### src/rtl/mips_decode_stage.sv
// ============================================================================
// mips_decode_stage : MIPS ID stage (decoder, GPR file, early branch/jump
//                     resolution, ID/EX register). Option: MIPS_DECODE_JUMP_EN
// Revision: 1.0
// ============================================================================
`default_nettype none

module mips_decode_stage #(
    parameter int XLEN   = 32,
    parameter int NREG   = 32,
    parameter int RA_IDX = 31
) (
    input  logic            clk,
    input  logic            rst_n,
    input  logic            stall_d,
    input  logic            flush_e,
    input  logic [31:0]     instr_d,
    input  logic [XLEN-1:0] pc_plus4_d,
    input  logic            forward_ad,
    input  logic            forward_bd,
    input  logic [XLEN-1:0] alu_out_m,
    input  logic            reg_write_w,
    input  logic [4:0]      write_reg_w,
    input  logic [XLEN-1:0] result_w,
    output logic            pcsrc_d,
    output logic [XLEN-1:0] pc_branch_d,
    output logic            illegal_d,
    output logic            valid_e,
    output logic            reg_write_e,
    output logic            mem_to_reg_e,
    output logic            mem_write_e,
    output logic            alu_src_e,
    output logic            reg_dst_e,
    output logic [2:0]      alu_ctrl_e,
    output logic [4:0]      rs_e,
    output logic [4:0]      rt_e,
    output logic [4:0]      rd_e,
    output logic [4:0]      shamt_e,
    output logic [XLEN-1:0] rd1_e,
    output logic [XLEN-1:0] rd2_e,
    output logic [XLEN-1:0] imm_e,
    output logic [XLEN-1:0] pc_plus4_e
);

`ifdef MIPS_DECODE_JUMP_EN
    localparam bit JUMP_EN = 1'b1;
`else
    localparam bit JUMP_EN = 1'b0;
`endif

    localparam logic [5:0] OP_RTYPE = 6'b000000;
    localparam logic [5:0] OP_J     = 6'b000010;
    localparam logic [5:0] OP_JAL   = 6'b000011;
    localparam logic [5:0] OP_BEQ   = 6'b000100;
    localparam logic [5:0] OP_BNE   = 6'b000101;
    localparam logic [5:0] OP_ADDI  = 6'b001000;
    localparam logic [5:0] OP_LW    = 6'b100011;
    localparam logic [5:0] OP_SW    = 6'b101011;

    localparam logic [5:0] FN_SLL   = 6'b000000;
    localparam logic [5:0] FN_SRL   = 6'b000010;
    localparam logic [5:0] FN_JR    = 6'b001000;
    localparam logic [5:0] FN_ADD   = 6'b100000;
    localparam logic [5:0] FN_SUB   = 6'b100010;
    localparam logic [5:0] FN_AND   = 6'b100100;
    localparam logic [5:0] FN_OR    = 6'b100101;
    localparam logic [5:0] FN_SLT   = 6'b101010;

    localparam logic [2:0] ALU_ADD  = 3'b010;
    localparam logic [2:0] ALU_SUB  = 3'b110;
    localparam logic [2:0] ALU_AND  = 3'b000;
    localparam logic [2:0] ALU_OR   = 3'b001;
    localparam logic [2:0] ALU_SLT  = 3'b111;
    localparam logic [2:0] ALU_SLL  = 3'b100;
    localparam logic [2:0] ALU_SRL  = 3'b101;

    typedef struct packed {
        logic            valid;
        logic            reg_write;
        logic            mem_to_reg;
        logic            mem_write;
        logic            alu_src;
        logic            reg_dst;
        logic [2:0]      alu_ctrl;
        logic [4:0]      rs;
        logic [4:0]      rt;
        logic [4:0]      rd;
        logic [4:0]      shamt;
        logic [XLEN-1:0] rd1;
        logic [XLEN-1:0] rd2;
        logic [XLEN-1:0] imm;
        logic [XLEN-1:0] pc_plus4;
    } ex_t;

    logic [5:0]      op;
    logic [5:0]      funct;
    logic [4:0]      rs_f;
    logic [4:0]      rt_f;
    logic [4:0]      rd_f;
    logic [4:0]      shamt_f;
    logic [XLEN-1:0] imm_ext;

    assign op      = instr_d[31:26];
    assign rs_f    = instr_d[25:21];
    assign rt_f    = instr_d[20:16];
    assign rd_f    = instr_d[15:11];
    assign shamt_f = instr_d[10:6];
    assign funct   = instr_d[5:0];
    assign imm_ext = {{(XLEN-16){instr_d[15]}}, instr_d[15:0]};

    // ------------------------------------------------------------------
    // Register file: r0 is not stored; indices >= NREG read as zero
    // ------------------------------------------------------------------
    logic [XLEN-1:0] gpr_q [1:NREG-1];
    logic [XLEN-1:0] gpr_d [1:NREG-1];
    logic            wb_en;
    logic [XLEN-1:0] rd1;
    logic [XLEN-1:0] rd2;

    assign wb_en = reg_write_w && (write_reg_w != 5'd0) && ({1'b0, write_reg_w} < 6'(NREG));

    always_comb begin
        gpr_d = gpr_q;
        for (int i = 1; i < NREG; i++) begin
            if (wb_en && (write_reg_w == 5'(i))) begin
                gpr_d[i] = result_w;
            end
        end
    end

    always_ff @(posedge clk or negedge rst_n) begin
        if (!rst_n) begin
            for (int i = 1; i < NREG; i++) begin
                gpr_q[i] <= '0;
            end
        end else begin
            gpr_q <= gpr_d;
        end
    end

    // Write-first read: a same-cycle WB to the read index wins over the stored value
    always_comb begin
        rd1 = '0;
        rd2 = '0;
        for (int i = 1; i < NREG; i++) begin
            if (rs_f == 5'(i)) rd1 = gpr_q[i];
            if (rt_f == 5'(i)) rd2 = gpr_q[i];
        end
        if (wb_en && (write_reg_w == rs_f)) rd1 = result_w;
        if (wb_en && (write_reg_w == rt_f)) rd2 = result_w;
    end

    // ------------------------------------------------------------------
    // Main decoder
    // ------------------------------------------------------------------
    logic       illegal;
    logic       reg_write;
    logic       mem_to_reg;
    logic       mem_write;
    logic       alu_src;
    logic       reg_dst;
    logic [2:0] alu_ctrl;
    logic       is_beq;
    logic       is_bne;
    logic       is_j;
    logic       is_jal;
    logic       is_jr;

    always_comb begin
        illegal    = 1'b0;
        reg_write  = 1'b0;
        mem_to_reg = 1'b0;
        mem_write  = 1'b0;
        alu_src    = 1'b0;
        reg_dst    = 1'b0;
        alu_ctrl   = ALU_AND;
        is_beq     = 1'b0;
        is_bne     = 1'b0;
        is_j       = 1'b0;
        is_jal     = 1'b0;
        is_jr      = 1'b0;
        case (op)
            OP_RTYPE: begin
                reg_write = 1'b1;
                reg_dst   = 1'b1;
                case (funct)
                    FN_ADD: alu_ctrl = ALU_ADD;
                    FN_SUB: alu_ctrl = ALU_SUB;
                    FN_AND: alu_ctrl = ALU_AND;
                    FN_OR:  alu_ctrl = ALU_OR;
                    FN_SLT: alu_ctrl = ALU_SLT;
                    FN_SLL: alu_ctrl = ALU_SLL;
                    FN_SRL: alu_ctrl = ALU_SRL;
                    FN_JR: begin
                        reg_write = 1'b0;
                        reg_dst   = 1'b0;
                        if (JUMP_EN) is_jr = 1'b1;
                        else         illegal = 1'b1;
                    end
                    default: illegal = 1'b1;
                endcase
            end
            OP_ADDI: begin
                reg_write = 1'b1;
                alu_src   = 1'b1;
                alu_ctrl  = ALU_ADD;
            end
            OP_LW: begin
                reg_write  = 1'b1;
                mem_to_reg = 1'b1;
                alu_src    = 1'b1;
                alu_ctrl   = ALU_ADD;
            end
            OP_SW: begin
                mem_write = 1'b1;
                alu_src   = 1'b1;
                alu_ctrl  = ALU_ADD;
            end
            OP_BEQ: begin
                is_beq   = 1'b1;
                alu_ctrl = ALU_SUB;
            end
            OP_BNE: begin
                is_bne   = 1'b1;
                alu_ctrl = ALU_SUB;
            end
            OP_J: begin
                if (JUMP_EN) is_j = 1'b1;
                else         illegal = 1'b1;
            end
            OP_JAL: begin
                if (JUMP_EN) begin
                    is_jal    = 1'b1;
                    reg_write = 1'b1;
                    reg_dst   = 1'b1;
                    alu_src   = 1'b1;
                    alu_ctrl  = ALU_ADD;
                end else begin
                    illegal = 1'b1;
                end
            end
            default: illegal = 1'b1;
        endcase
        if (illegal) begin
            reg_write  = 1'b0;
            mem_to_reg = 1'b0;
            mem_write  = 1'b0;
            alu_src    = 1'b0;
            reg_dst    = 1'b0;
            alu_ctrl   = ALU_AND;
        end
    end

    assign illegal_d = illegal;

    // ------------------------------------------------------------------
    // Early branch / jump resolution
    // ------------------------------------------------------------------
    logic [XLEN-1:0] src_a;
    logic [XLEN-1:0] src_b;
    logic            taken;

    assign src_a = forward_ad ? alu_out_m : rd1;
    assign src_b = forward_bd ? alu_out_m : rd2;
    assign taken = (is_beq && (src_a == src_b)) || (is_bne && (src_a != src_b))
                 || is_j || is_jal || is_jr;
    assign pcsrc_d = rst_n && !stall_d && taken;

    always_comb begin
        pc_branch_d = pc_plus4_d + (imm_ext << 2);
        if (is_j || is_jal) begin
            pc_branch_d = {pc_plus4_d[XLEN-1:28], instr_d[25:0], 2'b00};
        end else if (is_jr) begin
            pc_branch_d = src_a;
        end
    end

    // ------------------------------------------------------------------
    // ID/EX pipeline register
    // ------------------------------------------------------------------
    ex_t ex_d;
    ex_t ex_q;

    always_comb begin
        ex_d = '0;
        if (!(flush_e || stall_d)) begin
            ex_d.valid      = !illegal;
            ex_d.reg_write  = reg_write;
            ex_d.mem_to_reg = mem_to_reg;
            ex_d.mem_write  = mem_write;
            ex_d.alu_src    = alu_src;
            ex_d.reg_dst    = reg_dst;
            ex_d.alu_ctrl   = alu_ctrl;
            ex_d.rs         = rs_f;
            ex_d.rt         = rt_f;
            ex_d.rd         = rd_f;
            ex_d.shamt      = shamt_f;
            ex_d.rd1        = rd1;
            ex_d.rd2        = rd2;
            ex_d.imm        = imm_ext;
            ex_d.pc_plus4   = pc_plus4_d;
            // JAL computes the link value in EX as 0 + pc_plus4 through the ALU
            if (is_jal) begin
                ex_d.rd  = 5'(RA_IDX);
                ex_d.rs  = 5'd0;
                ex_d.rd1 = '0;
                ex_d.imm = pc_plus4_d;
            end
        end
    end

    always_ff @(posedge clk or negedge rst_n) begin
        if (!rst_n) begin
            ex_q <= '0;
        end else begin
            ex_q <= ex_d;
        end
    end

    assign valid_e      = ex_q.valid;
    assign reg_write_e  = ex_q.reg_write;
    assign mem_to_reg_e = ex_q.mem_to_reg;
    assign mem_write_e  = ex_q.mem_write;
    assign alu_src_e    = ex_q.alu_src;
    assign reg_dst_e    = ex_q.reg_dst;
    assign alu_ctrl_e   = ex_q.alu_ctrl;
    assign rs_e         = ex_q.rs;
    assign rt_e         = ex_q.rt;
    assign rd_e         = ex_q.rd;
    assign shamt_e      = ex_q.shamt;
    assign rd1_e        = ex_q.rd1;
    assign rd2_e        = ex_q.rd2;
    assign imm_e        = ex_q.imm;
    assign pc_plus4_e   = ex_q.pc_plus4;

endmodule

`default_nettype wire

### config.mk
export PLATFORM = sky130hd
export DESIGN_NAME = mips_decode_stage
export DESIGN_NICKNAME = d
export VERILOG_FILES = /design/src/rtl/mips_decode_stage.sv
export SDC_FILE = /design/constraint.sdc
export NUM_CORES = 2
export LEC_CHECK = 0
export ABC_CLOCK_PERIOD_IN_PS = 6950
export BUFFER_PORTS_ARGS = -buffer_cell sky130_fd_sc_hd__buf_2
export CAP_MARGIN = 20
export CORE_MARGIN = 2
export CORE_UTILIZATION = 40
export DETAILED_ROUTE_END_ITERATION = 7
export SKIP_LAST_GASP = 1
export SLEW_MARGIN = 20
export SYNTH_ARGS = -nofsm -noshare
export SYNTH_HDL_FRONTEND = slang
export SYNTH_SLANG_ARGS = --single-unit
### constraint.sdc
create_clock -name clk -period 6.95 [get_ports clk]
set_input_delay 1.0425 -clock clk [delete_from_list [all_inputs] [get_ports clk]]
set_output_delay 1.0425 -clock clk [all_outputs]
set_load 0.05 [all_outputs]
After elaboration in Yosys (flattened, before gate mapping)
Index checks and enable logic that the tools add are counted.
{ "totals": {"mem_bits_rw": 0, "romBits": 0, "regBits": 1149, "latchBits": 0, "memories": 0, "out_inout_bits": 191} }
{ "classes": {"muxes": 85, "n_bitwise": 0, "multipliers": 0, "reduce_logical": 50, "n_div": 0, "order_cmp": 0, "n_shift": 0, "addsub": 1, "n_eq_ne": 109} }
{ "op_table": {"columns": ["op", "count"], "rows": [
  ["$mux W32", 66],
  ["$eq A5 B5 Y1 const B", 48],
  ["$mux W157", 1],
  ["$eq A5 B4 Y1 const B", 24],
  ["$eq A5 B3 Y1 const B", 12],
  ["$eq A6 B6 Y1 const B", 7],
  ["$logic_and A1 B1 Y1", 38],
  ["$add A32 B32 Y32", 1],
  ["$eq A32 B32 Y1", 1],
  ["$ne A32 B32 Y1", 1],
  ["$eq A5 B2 Y1 const B", 6],
  ["$pmux W3 S6", 1],
  ["$eq A5 B1 Y1 const B", 3],
  ["$mux W1", 13],
  ["$eq A6 B3 Y1 const B", 2],
  ["$eq A6 B4 Y1 const B", 2],
  ["$logic_not A6 Y1", 2],
  ["$eq A5 B5 Y1", 2],
  ["$pmux W3 S3", 1],
  ["$reduce_or A7 Y1", 1],
  ["$eq A6 B2 Y1 const B", 1],
  ["$reduce_bool A5 Y1", 1],
  ["$reduce_or A5 Y1", 1],
  ["$pmux W1 S2", 2],
  ["other kinds (5)", 8]
]} }

Longest topological paths before layout
{ "depth": {"depth_word": 38, "ltp_mapped": 19} }

Worst setup path before layout
Ideal clock, no wire load.
{ "synth_timing": {"kind": "input port to output port", "from": "in instr_d[20]", "to": "out pcsrc_d", "path_slack_ns": 0.796, "path_stages": 17, "arrival_ns": 5.111, "t_required_ns": 5.907, "path_cell_list": "buf_2 > or2_2 > buf_2 > nor2_1 > buf_4 > clkbuf_1 > a22oi_1 > nand4_1 > o22a_1 > mux2i_1 > o2111ai_1 > nor2_1 > a41oi_1 > a2111o_1 > nand4b_1 > or4_1 > a21oi_1"} }
{ "synth_between": {"elab_chain_cells": 38, "word_cells_on_any_way": 72, "cone_classes": "eq/ne (34); mux (33); reduce/logical (5)"} }
{ "synth_rtl": {"columns": ["element", "line_no", "text"], "rows": [
  ["start: declaration", "17", "input logic [31:0] instr_d,"],
  ["$eq A5 B1 Y1", "147", "if (rt_f == 5'(i)) rd2 = gpr_q[i];"],
  ["$mux W32 (31 in a row)", "147", null],
  ["$mux W32 (*)", "150", "if (wb_en && (write_reg_w == rt_f)) rd2 = result_w;"],
  ["$mux W32 (*)", "264", "assign src_b = forward_bd ? alu_out_m : rd2;"],
  ["$eq A32 B32 Y1 or $ne A32 B32 Y1 (tied branches)", "265", "assign taken = (is_beq && (src_a == src_b)) || (is_bne && (src_a != src_b))"],
  ["$logic_and A1 B1 Y1", "265", null],
  ["$logic_or A1 B1 Y1 (*)", "265", null],
  ["$logic_and A1 B1 Y1 (*)", "267", "assign pcsrc_d = rst_n && !stall_d && taken;"],
  ["end: declaration", "25", "output logic pcsrc_d,"]
]} }
Every way passes the cells marked *; elsewhere a longest branch is shown, timed or not.

Final worst setup path
{ "layout_timing": {"from": "in instr_d[16]", "to": "out pcsrc_d"} }
Same word-level chain as after synthesis.

==> metrics.md <==
| Metric | Value |
|---|---|
| Slew HR | `0.113` |
| Dpl cells | `8623` |
| Initial Util | `0.402` |
| Drc violations | `7` |
| Async S/R FF share, synth | `1.00` |
| Port Buffers | `330` |
| Die area | `0.156 mm²` |
| Syn Nets | `5857` |
| Crit path max fanout | `28` |
| Synth Area in Compound Gates | `0.170` |
| Setup TNS | `-0.144 ns` |
| All-Layer GR Usage | `0.565` |
| Final Max Tran Viols | `0` |
| Max VDD drop | `roughly 0.25 mV` |
| Row count | `about 140` |
| Syn Inst Count | `approximately 5700` |
| Global-route wire length before repair | `587 mm` |
| CTS Buf Count | `roughly 140` |
| Core Area | `between 0.15 and 0.2 mm²` |
| Vias in the first global route | `about 61000` |
| I/O pins | `roughly 330` |
| CTS tree | `built` |
| Worst Hold Depth | `2` |
| HP Start | `instr_d[29]` |
| Floorplan die width | `394 µm` |
| Die Span Y | `~390 µm` |
| Main combinational cell family by area after synthesis | `multiplexers` |
| Seq cells post-synth | `about 1100` |
| Vias/cell | `between 7 and 8` |
| Total gr overflow | `0` |
| Leakage power | `36.0 nW` |
| Final worst slack | `-0.144 ns` |
| Tmin final | `7.09 ns` |
| Cell area after layout | `~0.079 mm²` |
| Cell Pwr Density | `~280 mW/mm²` |
| Largest net degree at the start of global routing | `150` |
| Skew final | `0.0308 ns` |
| CTS sink cnt | `1123` |
| F_max | `around 0.14 GHz` |
| CTS HTree Levels | `4` |
| Cells on worst reg2reg path | `10` |
| Clock Tree Buf Depth | `3` |
| Worst r2r src | `gpr_q[850]$_DFFE_PN0P_` |
| Clock transition at path regs | `0.06 ns` |
| Hold slack | `approximately 0.46 ns` |
| DP Area | `0.0732 mm²` |
| Placer Congestion | `1.16` |
| Area growth syn-to-layout | `29.0%` |
| Final period util | `1.02` |
| Post-Synth Simple-Gate Area | `0.124` |
| Syn. warnings | `0` |
| Setup violation total in the final timing report | `1` |
| EDFF count, synth | `0` |
| Hold WC Path Type | `in2reg` |
| Post-synthesis xor/xnor area fraction | `0.0138` |
| Main flop type after synthesis | `dfrtp_1` |
| Status | `finished, violations left` |
| Via Count | `65900` |
| Routed WL per cell | `a little over 50 µm` |
| Syn Std Cell Area | `0.0610 mm²` |
| Layout Nets | `6909` |
| Seq/Total Area, Yosys | `0.461` |
| Required time of the worst setup path | `about 5.9 ns` |
| Clk root buf | `clkbuf_16` |
| Routed Wire Length | `451 mm` |
| Violated checks | `design-rule violations, negative setup slack` |
| DP HPWL | `334 mm` |
| Share of layout cells above drive strength 1 | `0.419` |
| Worst Setup Start Kind | `input pin` |
| Initial antenna violation count | `65` |
| Clk_lat worst skew | `approximately 0.84 ns` |
| R2R setup slack | `approximately 3.5 ns` |
| End of the worst register-to-register path | `rd1_e[18]$_DFF_PN0_` |
| Detailed Routing Iterations Pass 1 | `8` |
| Final Hold Vio Count | `0` |
| Crit path DAT | `a little over 6 ns` |
| Slew @ Worst Pin | `about 1.3 ns` |
| Adder-Cell Fraction of Synth Area | `0.00628` |
| Synth cell types | `96` |
| Max-Cap Viols | `0` |
| Hold_buf cts | `0` |
| Post-synthesis average cell area | `between 10 and 15 µm²` |
| CP endpoint kind | `primary output` |
| Antenna viol nets, final | `0` |
| Post-Layout Cell Count | `roughly 9000` |
| Hold Path Sink | `mem_to_reg_e$_DFF_PN0_` |
| Multiplexer area fraction after synthesis | `0.184` |
| First DRT Iteration DRCs | `~12000` |
| Setup CP Type | `in2out` |
cells in the mapped netlist (44+ instances only):
library cell | count | share of area
clkbuf_1 | 359 | 0.022
o21ai_0 | 188 | 0.015
and3_1 | 205 | 0.021
a21oi_1 | 169 | 0.014
dfrtp_1 | 1123 | 0.46
buf_2 | 122 | 0.010
a2111oi_0 | 62 | 0.0089
o22ai_1 | 63 | 0.0065
and2_1 | 77 | 0.0079
a221oi_1 | 78 | 0.011
xnor2_1 | 65 | 0.0093
nand2_1 | 269 | 0.017
a22o_1 | 51 | 0.0073
a22oi_1 | 378 | 0.047
mux2_2 | 959 | 0.18
a31oi_1 | 44 | 0.0045
nand4_1 | 88 | 0.0090
nor2_1 | 290 | 0.018
nor3_1 | 89 | 0.0073
nand3_1 | 148 | 0.012
sequential cells by signal (all words and copies together) (netlist names):
name and cells:
gpr_q 992, pc_plus4_e 32, rd1_e 32, rd2_e 32, imm_e 16, rs_e 5, rt_e 5, alu_ctrl_e 3
alu_src_e 1, mem_to_reg_e 1, mem_write_e 1, reg_dst_e 1, reg_write_e 1, valid_e 1
worst max path at each step:
stage,startpoint,endpoint,slack [ns],cells after the start
after global routing,instr_d[21],pcsrc_d,-0.001,21
after detailed placement,instr_d[21],pcsrc_d,-0.68,19
after CTS,instr_d[18],pcsrc_d,0.002,20
final,instr_d[16],pcsrc_d,-0.14,18
after global placement,instr_d[21],pcsrc_d,-0.69,19
after floorplan,instr_d[20],pcsrc_d,0.80,17
logic make-up after synthesis:
kind of cell    count (synthesis)
fa+ha+maj                      30
xor+xnor                       96
simple gates                 1431
mux                           998
compound gates               1416
buf+inv                       593
flops                        1123
cell usage in the layout, fill, tap and decap left out, drive strengths merged, types with 34 or more instances in the layout:
| cell | n |
|---|---|
| a2111oi | 64 |
| a21oi | 169 |
| a221oi | 80 |
| a22o | 51 |
| a22oi | 378 |
| a31oi | 44 |
| and2 | 80 |
| and3 | 205 |
| buf | 1462 |
| clkbuf | 196 |
| dfrtp | 1123 |
| diode | 52 |
| inv | 50 |
| mux2 | 960 |
| mux2i | 38 |
| nand2 | 269 |
| nand3 | 149 |
| nand3b | 34 |
| nand4 | 88 |
| nor2 | 302 |
| nor3 | 90 |
| nor4 | 34 |
| o211ai | 34 |
| o21ai | 189 |
| o22ai | 63 |
| xnor2 | 65 |
repair_timing:
action,CTS,global route
gates cloned,0,0
pin swaps,2,12
hold endpoints to repair,0,0
setup endpoints to repair,1,1
setup buffers,1,3
resized for setup,30,61
per-stage QoR:
stage           util  power, mW  worst slack (ns)
2_1_floorplan      -       10.8             0.796
3_3_place_gp   0.482       13.6            -0.695
3_5_place_dp   0.483       13.7            -0.684
4_1_cts        0.515       21.5           0.00208
5_1_grt        0.518       22.2         -0.000999
6_report       0.518       21.9            -0.144
cell type report:
class / count / area [µm²]
fill: 13600 / 73100
multi-input combinational: 3971 / 31200
sequential: 1123 / 28100
timing repair buffer: 1465 / 11700
clock buffer: 193 / 4020
tap: 2030 / 2540
clock inverter: 52 / 806
inverter: 42 / 158
antenna: 52 / 130
critical path: stages:
cell       delay (ns)
buf_4            0.19
buf_12           0.17
buf_4            0.29
nor2_2           0.89
o21ai_0          0.43
o21ai_0          0.22
a21oi_2          0.17
a22o_1           0.39
o2bb2ai_1        0.22
buf_4            0.15
a211oi_1         0.06
a2111oi_1        0.36
buf_4            0.21
a41o_1           0.18
o21ai_0          0.11
or4_1            0.47
a21oi_2          0.19
buf_6            0.18
where the power goes:
part | internal [mW] | total [mW] | switching (mW) | leakage (nW)
Sequential | 7.70 | 9.34 | 1.64 | 14.5
Clock | 4.62 | 7.85 | 3.23 | 2.36
Combinational | 1.94 | 4.75 | 2.82 | 19.2
per-layer routing:
layer / vias up / wire (µm) / track usage
met2: 6784 / 169000 / 0.728
met1: 33300 / 165000 / 0.697
met5: - / 404 / 0.0120
met3: 2042 / 74400 / 0.308
met4: 36 / 43000 / 0.419
li1: 23800 / - / -
No activity file was read; power rests on OpenSTA's default activity.
